`src/rtl/riscv_hwloop_cfg_sequencer.sv`:
```
// Hardware-loop configuration sequencer.
// Holds the start/end/counter registers for both hardware loops, accepts
// configuration commands from ID, walks a SETUP through the single write
// port one field per cycle, and applies controller counter decrements.
module riscv_hwloop_cfg_sequencer #(
   parameter int N_REGS = 2,
   parameter int CNT_W  = 32
) (
   input  logic             clk,
   input  logic             rst_n,
   input  logic             cmd_valid_i,
   output logic             cmd_ready_o,
   input  logic [1:0]       cmd_op_i,
   input  logic             cmd_idx_i,
   input  logic [31:0]      cmd_start_i,
   input  logic [31:0]      cmd_end_i,
   input  logic [CNT_W-1:0] cmd_cnt_i,
   input  logic [1:0]       hwlp_dec_cnt_i,
   input  logic             flush_i,
   output logic [31:0]      hwlp_start_addr_0_o,
   output logic [31:0]      hwlp_end_addr_0_o,
   output logic [CNT_W-1:0] hwlp_counter_0_o,
   output logic [31:0]      hwlp_start_addr_1_o,
   output logic [31:0]      hwlp_end_addr_1_o,
   output logic [CNT_W-1:0] hwlp_counter_1_o,
   output logic             busy_o,
   output logic             err_o
);

   localparam logic [1:0] OP_START = 2'b00;
   localparam logic [1:0] OP_END   = 2'b01;
   localparam logic [1:0] OP_COUNT = 2'b10;
   localparam logic [1:0] OP_SETUP = 2'b11;

   typedef enum logic [1:0] {
      IDLE   = 2'b00,
      WR_END = 2'b01,
      WR_CNT = 2'b10
   } state_t;

   state_t           state_q;
   logic [31:0]      start_q [N_REGS];
   logic [31:0]      end_q   [N_REGS];
   logic [CNT_W-1:0] cnt_q   [N_REGS];
   logic             hold_idx_q;
   logic [31:0]      hold_end_q;
   logic [CNT_W-1:0] hold_cnt_q;
   logic             err_q;
   logic             accept;
   logic             setup_bad;

   assign cmd_ready_o = (state_q == IDLE) & ~flush_i;
   assign accept      = cmd_valid_i & cmd_ready_o;
   assign setup_bad   = (cmd_end_i <= cmd_start_i) || (cmd_cnt_i == '0);
   assign busy_o      = (state_q != IDLE);
   assign err_o       = err_q;

   assign hwlp_start_addr_0_o = start_q[0];
   assign hwlp_end_addr_0_o   = end_q[0];
   assign hwlp_counter_0_o    = cnt_q[0];
   assign hwlp_start_addr_1_o = start_q[1];
   assign hwlp_end_addr_1_o   = end_q[1];
   assign hwlp_counter_1_o    = cnt_q[1];

   // Register update: flush first, then saturating decrements, then any
   // command/sequencer write, which lands last so it overrides a decrement
   // of the same counter.
   always_ff @(posedge clk or negedge rst_n) begin
      if (!rst_n) begin
         state_q    <= IDLE;
         hold_idx_q <= 1'b0;
         hold_end_q <= '0;
         hold_cnt_q <= '0;
         err_q      <= 1'b0;
         for (int i = 0; i < N_REGS; i++) begin
            start_q[i] <= '0;
            end_q[i]   <= '0;
            cnt_q[i]   <= '0;
         end
      end else if (flush_i) begin
         state_q <= IDLE;
         err_q   <= 1'b0;
         for (int i = 0; i < N_REGS; i++) begin
            cnt_q[i] <= '0;
         end
      end else begin
         err_q <= 1'b0;
         for (int i = 0; i < N_REGS; i++) begin
            if (hwlp_dec_cnt_i[i] && (cnt_q[i] != '0)) begin
               cnt_q[i] <= cnt_q[i] - CNT_W'(1);
            end
         end
         case (state_q)
            IDLE: begin
               if (accept) begin
                  case (cmd_op_i)
                     OP_START: start_q[cmd_idx_i] <= cmd_start_i;
                     OP_END:   end_q[cmd_idx_i]   <= cmd_end_i;
                     OP_COUNT: cnt_q[cmd_idx_i]   <= cmd_cnt_i;
                     OP_SETUP: begin
                        if (setup_bad) begin
                           err_q <= 1'b1;
                        end else begin
                           start_q[cmd_idx_i] <= cmd_start_i;
                           hold_idx_q         <= cmd_idx_i;
                           hold_end_q         <= cmd_end_i;
                           hold_cnt_q         <= cmd_cnt_i;
                           state_q            <= WR_END;
                        end
                     end
                     default: ;
                  endcase
               end
            end
            WR_END: begin
               end_q[hold_idx_q] <= hold_end_q;
               state_q           <= WR_CNT;
            end
            WR_CNT: begin
               cnt_q[hold_idx_q] <= hold_cnt_q;
               state_q           <= IDLE;
            end
            default: state_q <= IDLE;
         endcase
      end
   end

endmodule

```
`config.mk`:
```
export PLATFORM = sky130hd
export DESIGN_NAME = riscv_hwloop_cfg_sequencer
export DESIGN_NICKNAME = d
export VERILOG_FILES = /design/src/rtl/riscv_hwloop_cfg_sequencer.sv
export SDC_FILE = /design/constraint.sdc
export NUM_CORES = 1
export LEC_CHECK = 0
export ABC_CLOCK_PERIOD_IN_PS = 6000
export BUFFER_PORTS_ARGS = -buffer_cell sky130_fd_sc_hd__buf_4
export CORE_AREA = 4 4 215 217
export CTS_BUF_LIST = sky130_fd_sc_hd__clkbuf_16
export DETAILED_ROUTE_END_ITERATION = 10
export DIE_AREA = 0 0 219 221
export GPL_TIMING_DRIVEN = 0
export HOLD_SLACK_MARGIN = 0.06
export SETUP_SLACK_MARGIN = 0.02
export SYNTH_ARGS = -nofsm -noshare
export SYNTH_HDL_FRONTEND = slang
export SYNTH_SLANG_ARGS = --single-unit
```
`constraint.sdc`:
```
create_clock -name clk -period 6 [get_ports clk]
set_clock_uncertainty 0.2 [all_clocks]
set_input_delay 1.8 -clock clk [delete_from_list [all_inputs] [get_ports clk]]
set_output_delay 1.8 -clock clk [all_outputs]
set_load 0.01 [all_outputs]
```
==> results.md, run 1 <==
Timing:
- The number of hold violations in the final report came to 0.
- The final-report setup violation count is 0.
- The portion of the clock cycle consumed by the worst path in the final layout is 86.6%.
- The worst path setup slack after routing is 0.803 ns.
- Setup repair after global routing left no endpoint under its margin.
- Adding up every negative setup slack in the final design gives 0 ns.
- Counting I/O delays and the setup requirement, the final critical path takes 5.20 ns.
- The upper clock frequency limit is 192 MHz.
- Hold is met by 0.280 ns.
- Headroom to the max-slew limit came out at 19.8%.
- The final number of max-transition violations was 0.
- For the pin with the worst max-slew slack, the measured transition is 1.19 ns.

Run:
- The tool flagged a number of max-cap violations equal to 0.

Place:
- The routability congestion estimate from global placement is 0.892.
- Input and output buffers added on the ports amount to 299.
- Timing analysis after detailed placement gives a worst setup slack of 0.268 ns.
- The sum of net half-perimeters after detailed placement is 37100 um.

Outcome:
- The flow ran to the end, and the final reports show no timing, DRC or antenna violations.

Synthesis:
- Synthesis handed over a netlist of 1340 instances.
- The leading register cell type out of synthesis is sky130_fd_sc_hd__dfrtp_1.
- The cell accounting for the most synthesized area is sky130_fd_sc_hd__dfrtp_1.
- For this run, the register share of the synthesized area comes to 49.6%.
- For this run, the number of Yosys warnings is 0.
- The top cell type's share of synthesized area is 49.6%.
- The count of flip-flops with a built-in enable after synthesis is 0.
- The fraction of synthesis flops using an asynchronous set or reset pin is 100%.
- Synthesis produced a netlist with a net count of 1481.
- The combined area of all synthesized cells is 0.0131 sq mm.
- The number of different library cells used by synthesis comes to 59.
- Synthesis inferred 260 register bits.
- By area the synthesized netlist is led by sky130_fd_sc_hd__dfrtp_1, sky130_fd_sc_hd__mux2_2, sky130_fd_sc_hd__nand2_1.
- Dividing the synthesized area by the synthesized cell count gives 9.79 sq um.

Final layout:
- From synthesis to final layout, the design area changed by 31.1%.
- The most frequent standard cell in the layout excluding fill and tap cells is sky130_fd_sc_hd__buf_4.
- At the end of the flow, the number of nets in the layout was 1818.
- The fraction of final layout cells sized beyond drive strength 1 is 27.9%.
- Leaving out fill and tap cells, the most frequent cells in the layout are sky130_fd_sc_hd__buf_4, sky130_fd_sc_hd__dfrtp_1, sky130_fd_sc_hd__nand2_1.

Floorplan:
- The floorplan step set the die height to 221 um.
- The overall die area is 0.0484 sq mm.
- The core outline area is 0.0441 sq mm.
- The starting density of the core is 29.7%.
- From left edge to right edge, the die measures 219 um.
- Row generation in the floorplan step produced 77 rows.
- The number of top-level pins is 300.

Power:
- For this design the static power due to leakage is 8.07 nW.
- The maximum vdd drop is 246 uV.
- Overall power consumption after layout is estimated at 7.35 mW.
- For this design the ratio of total power to cell area is 427 mW/mm^2.

Clock tree:
- The clock passes through at most 3 buffers.
- The post-CTS repair timing setup buffer count is 0.
- The number of clock buffers added by TritonCTS is 34.
- In this run, post-CTS hold repair placed 0 buffers.
- The H-tree was split into 2 levels.
- At the later pin of the worst-skew pair, clock insertion delay measures 0.55 ns.
- The TritonCTS clock tree is yes.
- The tree is rooted in a sky130_fd_sc_hd__clkbuf_16.
- The clock slew at the register clock pins of the worst setup and hold paths is 0.05 ns.
- The count of instances resized after the clock tree is built is 0.
- The clock drives 260 sinks.

Detailed routing:
- The number of iterations in the first detailed-routing pass is 5.
- The initial DRC count is 1028.
- The detailed-route wire length per cell is 20.7 um.
- The average via count per standard cell is 5.20.
- The post-detailed-routing wire length is 47400 um.
- The detailed router placed 11900 vias in this run.
- The total DRC errors in the routed layout is 0.
- The residual antenna-violating net count after detailed routing is 0.

Global routing:
- Entering global routing, the biggest net connects 109 pins.
- The via count of the first global-routing pass is 12300.
- The initial antenna violation count is 1.
- The first global-routing pass estimated 72000 um of wire.
- Global routing used 19.0% of the available tracks.
- For this run the aggregate overflow at the end of global routing stands at 0.

Critical path:
- STA puts the critical path data required time at 6.22 ns.
- The worst setup path is launched from a primary input.
- For flop-to-flop paths, the worst setup slack is 1.91 ns.
- Of all nets on the critical path, the largest fanout is 10.
- For the worst setup path, the data arrival time is 5.42 ns.
- The worst setup path is captured at a flop.
- The category of the critical setup timing path is in2reg.

Hold path:
- The class of the most critical hold timing path is reg2reg.
kinds of logic after synthesis:
kind of cell,after synthesis,share of synthesized area (%)
AND/OR/NAND/NOR,493,16.8
AO/OA/AOI/OAI,281,14.4
flip-flops,260,49.6
buffers and inverters,118,3.79
multiplexers,97,8.30
XOR/XNOR,55,3.67
adder cells (fa/ha/maj),36,3.43
synthesized netlist by cell type, types with 21 or more instances:
| master | number |
|---|---|
| sky130_fd_sc_hd__nor2_1 | 167 |
| sky130_fd_sc_hd__xor2_1 | 21 |
| sky130_fd_sc_hd__nor3_1 | 25 |
| sky130_fd_sc_hd__dfrtp_1 | 260 |
| sky130_fd_sc_hd__xnor2_1 | 34 |
| sky130_fd_sc_hd__clkbuf_1 | 63 |
| sky130_fd_sc_hd__mux2_2 | 94 |
| sky130_fd_sc_hd__inv_1 | 38 |
| sky130_fd_sc_hd__nand2_1 | 194 |
| sky130_fd_sc_hd__ha_1 | 36 |
| sky130_fd_sc_hd__nor4_1 | 23 |
| sky130_fd_sc_hd__a2111oi_0 | 45 |
| sky130_fd_sc_hd__a22oi_1 | 64 |
| sky130_fd_sc_hd__o21ai_0 | 118 |
power breakdown:
| group | leakage (nW) | switching [mW] | total [mW] | internal, mW |
|---|---|---|---|---|
| clock network | 0.545 | 0.813 | 1.90 | 1.08 |
| logic | 4.19 | 1.40 | 2.67 | 1.27 |
| registers | 3.33 | 0.518 | 2.78 | 2.26 |
layout make-up:
cell class / instances / area (sq um)
fillers: 4502 / 26900
flip-flops and latches: 260 / 6510
multi-input cells: 962 / 6120
repair buffers: 301 / 2310
clock buffers: 34 / 851
well taps: 592 / 741
plain buffers: 79 / 352
clock inverters: 27 / 174
inverters: 39 / 146
diodes: 1 / 2.50
state kept, by name, summed over array words and instances (netlist names):
signal,count
state_q,2
hold_idx_q,1
hwlp_start_addr_1_o,32
hold_cnt_q,32
hwlp_end_addr_0_o,32
err_o,1
hwlp_end_addr_1_o,32
hold_end_q,32
hwlp_counter_0_o,32
hwlp_counter_1_o,32
hwlp_start_addr_0_o,32
metal layers:
layer	part of all wire [%]	global-route usage, %	wire length (um)	vias to the layer above
li1	-	-	-	5460
met1	39	23.1	18500	5888
met2	48	32.2	22900	521
met3	11	7.11	5140	65
met4	1.7	4.40	810	0
met5	0	0	0	-
stage by stage:
stage          area [sq um]  cells  utilization, %
5_1_grt               17200   2294            39.0
3_3_place_gp          16100   2231            36.5
2_1_floorplan         13100   1340               -
3_5_place_dp          16200   2233            36.7
6_report              17200   2295            39.0
4_1_cts               17200   2294            39.0
worst max-delay path: stages:
cell and delay, ns:
sky130_fd_sc_hd__buf_4 0.13, sky130_fd_sc_hd__nor4_1 0.77, sky130_fd_sc_hd__nand4_1 0.16, sky130_fd_sc_hd__nor2_1 0.37, sky130_fd_sc_hd__nor3_1 0.10, sky130_fd_sc_hd__o21ai_1 0.41, sky130_fd_sc_hd__inv_2 0.13, sky130_fd_sc_hd__o21ai_1 0.73
sky130_fd_sc_hd__buf_2 0.44, sky130_fd_sc_hd__mux2_2 0.37
path summary, 6_finish.rpt:
kind | from | endpoint | cells after the start
setup / recovery | cmd_cnt_i[17] | hwlp_start_addr_1_o[31]$_DFFE_PN0P_ | 10
hold / removal | hwlp_end_addr_1_o[9]$_DFFE_PN0P_ | hwlp_end_addr_1_o[9]$_DFFE_PN0P_ | 2
setup reg to reg | state_q[1]$_DFFE_PN0P_ | hwlp_start_addr_1_o[31]$_DFFE_PN0P_ | 11
hold reg to reg | hwlp_end_addr_1_o[9]$_DFFE_PN0P_ | hwlp_end_addr_1_o[9]$_DFFE_PN0P_ | 2
max in group asynchronous | rst_n | hwlp_end_addr_1_o[18]$_DFFE_PN0P_ | 3
min in group asynchronous | rst_n | hwlp_counter_0_o[18]$_DFF_PN0_ | 1
Power figures use the tool's default switching activity.
==> inputs of run 2 (changes only) <==
--- a/config.mk
+++ b/config.mk
@@ -5,10 +5,9 @@
 export SDC_FILE = /design/constraint.sdc
 export NUM_CORES = 1
 export LEC_CHECK = 0
-export ABC_CLOCK_PERIOD_IN_PS = 6000
+export ABC_CLOCK_PERIOD_IN_PS = 4260
 export BUFFER_PORTS_ARGS = -buffer_cell sky130_fd_sc_hd__buf_4
 export CORE_AREA = 4 4 215 217
-export CTS_BUF_LIST = sky130_fd_sc_hd__clkbuf_16
 export DETAILED_ROUTE_END_ITERATION = 10
 export DIE_AREA = 0 0 219 221
 export GPL_TIMING_DRIVEN = 0
==> constraint.sdc (replaced) <==
create_clock -name clk -period 4.26 [get_ports clk]
set_clock_uncertainty 0.2 [all_clocks]
set_input_delay 1.278 -clock clk [delete_from_list [all_inputs] [get_ports clk]]
set_output_delay 1.278 -clock clk [all_outputs]
set_load 0.01 [all_outputs]
==> run 2 against run 1 <==
Global-route usage barely moved. Die area did not move. Register-to-register slack got worse by 1.6 ns. Critical path depth did not move. Clock power rose by 48%. Sequential power rose by 41%. Critical path type unchanged. Critical endpoint unchanged. Largest cell class unchanged. Largest power group unchanged. Highest routed layer unchanged.
==> results.md, run 2 (synthesis gave the netlist of run 1 again) <==
Outcome:
- The run finished with clean final reports.

Floorplan:
- The starting density of the core was 29.7% (unchanged).
- The die outline width is 219 um (unchanged).
- The core outline area is 0.0441 sq mm (unchanged).
- The number of top-level pins is 300 (unchanged).
- The row count is 77 (unchanged).
- The die height is 221 um (unchanged).
- The overall die area is 0.0484 sq mm (unchanged).

Timing:
- Setup repair after global routing left no endpoint under its margin.
- The max-slew headroom at the worst pin is 20.2% (+0.46 points).
- The worst-margin pin slew came to 1.18 ns (-0.00678 ns).
- The final-report setup violation count is 0 (unchanged).
- The worst hold slack was 0.280 ns (+0.000597 ns).
- The final number of max-transition violations is 0 (unchanged).
- The upper clock frequency limit is 246 MHz.
- The number of hold violations in the final report was 0 (unchanged).
- The minimum period implied by the final worst setup slack is 4.07 ns.
- The post-route setup TNS is 0 ns (unchanged).
- The portion of the clock cycle consumed by the worst path in the final layout is 95.5%.

Place:
- The routability congestion estimate from global placement is 0.892 (unchanged).
- The sum of net half-perimeters after detailed placement was 37100 um (unchanged).
- The total of buffers placed on input and output ports came to 299 (unchanged).

Detailed routing:
- The residual antenna-violating net count after detailed routing is 0 (unchanged).
- The detailed-route wire length per cell came to 20.7 um (+0.32%).
- The via count of the routed design is 12000 (+0.56%).
- The total DRC errors in the routed layout is 0 (unchanged).
- The post-detailed-routing wire length came to 47600 um (+0.36%).
- The average via count per standard cell is 5.23 (+0.52%).
- The number of iterations in the first detailed-routing pass is 6 (+1).
- The initial DRC count is 1027 (-0.097%).

Critical path:
- STA classifies the critical path startpoint as a primary input.
- Tracing the worst setup path back leads to its startpoint at cmd_cnt_i[17].
- The cell that appears most often on the critical path is sky130_fd_sc_hd__o21ai_2.
- Traced cell by cell, the critical path runs through buf_4, nor4_1, nand4_1, nor2_1, nor3_1, o21ai_2, inv_2, o21ai_2, buf_2, mux2_2.
- The peak per-stage delay on the critical path came to 0.78 ns (about the same).
- The path length in cells of the critical path is 10 (unchanged).
- The reg-to-reg startpoint is hwlp_counter_1_o[25]$_DFF_PN0_.
- The worst flop-to-flop path endpoint is hwlp_counter_1_o[9]$_DFF_PN0_.
- The worst setup path is captured at a flop.
- The family with the most delay on the worst path is simple AND/OR/NAND/NOR gates.
- The category of the critical setup timing path is in2reg.
- The worst reg-to-reg path cell count is 7 (-4).
- The required time reported for the critical path endpoint is 4.48 ns (-1.74 ns).
- The number of buffer and inverter instances along the worst setup path came to 3 (unchanged).
- The data arrival at the endpoint of the critical path was 4.29 ns (-1.13 ns).
- The worst-path maximum fanout is 10 (unchanged).
- Among all stages on the critical path, the largest delay is contributed by sky130_fd_sc_hd__nor4_1.
- The end point of the critical path is hwlp_start_addr_1_o[31]$_DFFE_PN0P_.
- The reg-to-reg setup timing slack is 0.32 ns (-1.59 ns).

Global routing:
- The overall fraction of global-route tracks in use is 19.1% (+0.039 points).
- The via count of the first global-routing pass is 12300 (+0.024%).
- The initial antenna violation count is 1 (unchanged).
- The residual overflow from global routing is 0 (unchanged).
- The pin count of the biggest net entering global routing is 109 (unchanged).
- The wire length of the first global-routing pass is 72100 um (+0.13%).

Clock tree:
- The H-tree depth was 2 (unchanged).
- The latest clock arrival within the worst-skew pair is 0.55 ns (about the same).
- The clock slew at the register clock pins of the worst setup and hold paths is 0.05 ns (about the same).
- The TritonCTS buffer count is 34 (unchanged).
- The number of clock sinks is 260 (unchanged).
- The root buffer cell is sky130_fd_sc_hd__clkbuf_16.
- The TritonCTS clock tree is yes.
- The clock tree buffer depth is 3 (unchanged).

Final layout:
- Leaving out fill and tap cells, the most frequent cells in the layout are sky130_fd_sc_hd__buf_4, sky130_fd_sc_hd__dfrtp_1, sky130_fd_sc_hd__nand2_1.
- The fraction of final layout cells sized beyond drive strength 1 is 28.4% (+0.51 points).
- Compared with the post-synthesis result, the final layout area differs by 31.6%.
- The final-stage net count is 1819 (+0.055%).
- The most frequent standard cell in the layout excluding fill and tap cells is sky130_fd_sc_hd__buf_4.
- The total of fill cells in the finished design is 4489 (-0.29%).

Power:
- The static leakage is 8.07 nW (about the same).
- The maximum vdd drop is 351 uV (+43%).
- The power density over the cells is 607 mW/mm^2 (+42%).

Hold path:
- The min-delay analysis places its worst path in the category reg2reg.

Run:
- The count of maximum capacitance violations is 0 (unchanged).
[run 2: worst reg2reg max path, stage by stage, from the launching register on]
cell and delay, ns:
sky130_fd_sc_hd__dfrtp_1 0.44, sky130_fd_sc_hd__nor4_1 0.82, sky130_fd_sc_hd__nor4b_1 1.02, sky130_fd_sc_hd__nand4_1 0.31, sky130_fd_sc_hd__nand3_1 0.30, sky130_fd_sc_hd__nor2_1 0.09
sky130_fd_sc_hd__xnor2_1 0.14, sky130_fd_sc_hd__a2111oi_0 0.48
[run 2: final cells by class]
class                           count  area, sq um  share of cell area [%]
Sequential cell                   260         6510                    37.7
Multi-Input combinational cell    962         6130                    35.5
Timing Repair Buffer              302         2310                    13.4
Clock buffer                       50          971                    5.62
Tap cell                          592          741                    4.29
Buffer                             79          352                    2.04
Inverter                           39          146                   0.847
Clock inverter                     11          114                   0.659
Antenna cell                        1         2.50                  0.0145
[run 2: worst min path at each step]
stage	from	endpoint	cells past startpoint
CTS	hwlp_end_addr_1_o[9]$_DFFE_PN0P_	hwlp_end_addr_1_o[9]$_DFFE_PN0P_	2
global placement	hwlp_end_addr_0_o[20]$_DFFE_PN0P_	hwlp_end_addr_0_o[20]$_DFFE_PN0P_	2
finish	hwlp_end_addr_1_o[9]$_DFFE_PN0P_	hwlp_end_addr_1_o[9]$_DFFE_PN0P_	2
floorplan	hold_cnt_q[10]$_DFFE_PN0P_	hold_cnt_q[10]$_DFFE_PN0P_	2
global route	hwlp_end_addr_1_o[21]$_DFFE_PN0P_	hwlp_end_addr_1_o[21]$_DFFE_PN0P_	2
detailed placement	hwlp_end_addr_1_o[9]$_DFFE_PN0P_	hwlp_end_addr_1_o[9]$_DFFE_PN0P_	2
[run 2: per-stage QoR]
stage / worst slack (ns) / cell area, sq um / total power, mW / utilization (%) / instances
after detailed placement: -0.950 / 16200 / 7.72 / 36.7 / 2233
after global placement: -0.924 / 16100 / 7.63 / 36.5 / 2231
after CTS: 0.112 / 17300 / 10.6 / 39.1 / 2294
final: 0.191 / 17300 / 10.5 / 39.2 / 2296
after global routing: 0.0243 / 17300 / 11.1 / 39.1 / 2295
after floorplan: 0.422 / 13100 / 5.85 / - / 1340
[run 2: timing repair]
item                                    CTS  global route
pin swaps                                 0             1
buffers inserted                          0             1
hold buffers                              0             0
endpoints found under the setup margin   30            31
resized for setup                         2             1
[run 2: metal layers]
metal	up-vias	share of wire, %	track usage, %
met5	-	0	0
met4	0	1.7	4.40
met3	68	11	7.30
met2	528	48	32.2
met1	5948	39	23.2
li1	5457	-	-
[run 2: where the power goes]
| group | leakage, nW | switching (mW) | internal [mW] | total (mW) |
|---|---|---|---|---|
| sequential | 3.33 | 0.727 | 3.19 | 3.91 |
| clock | 0.537 | 1.15 | 1.66 | 2.81 |
| combinational | 4.20 | 1.98 | 1.79 | 3.77 |
| total | 8.07 | 3.85 | 6.63 | 10.5 |
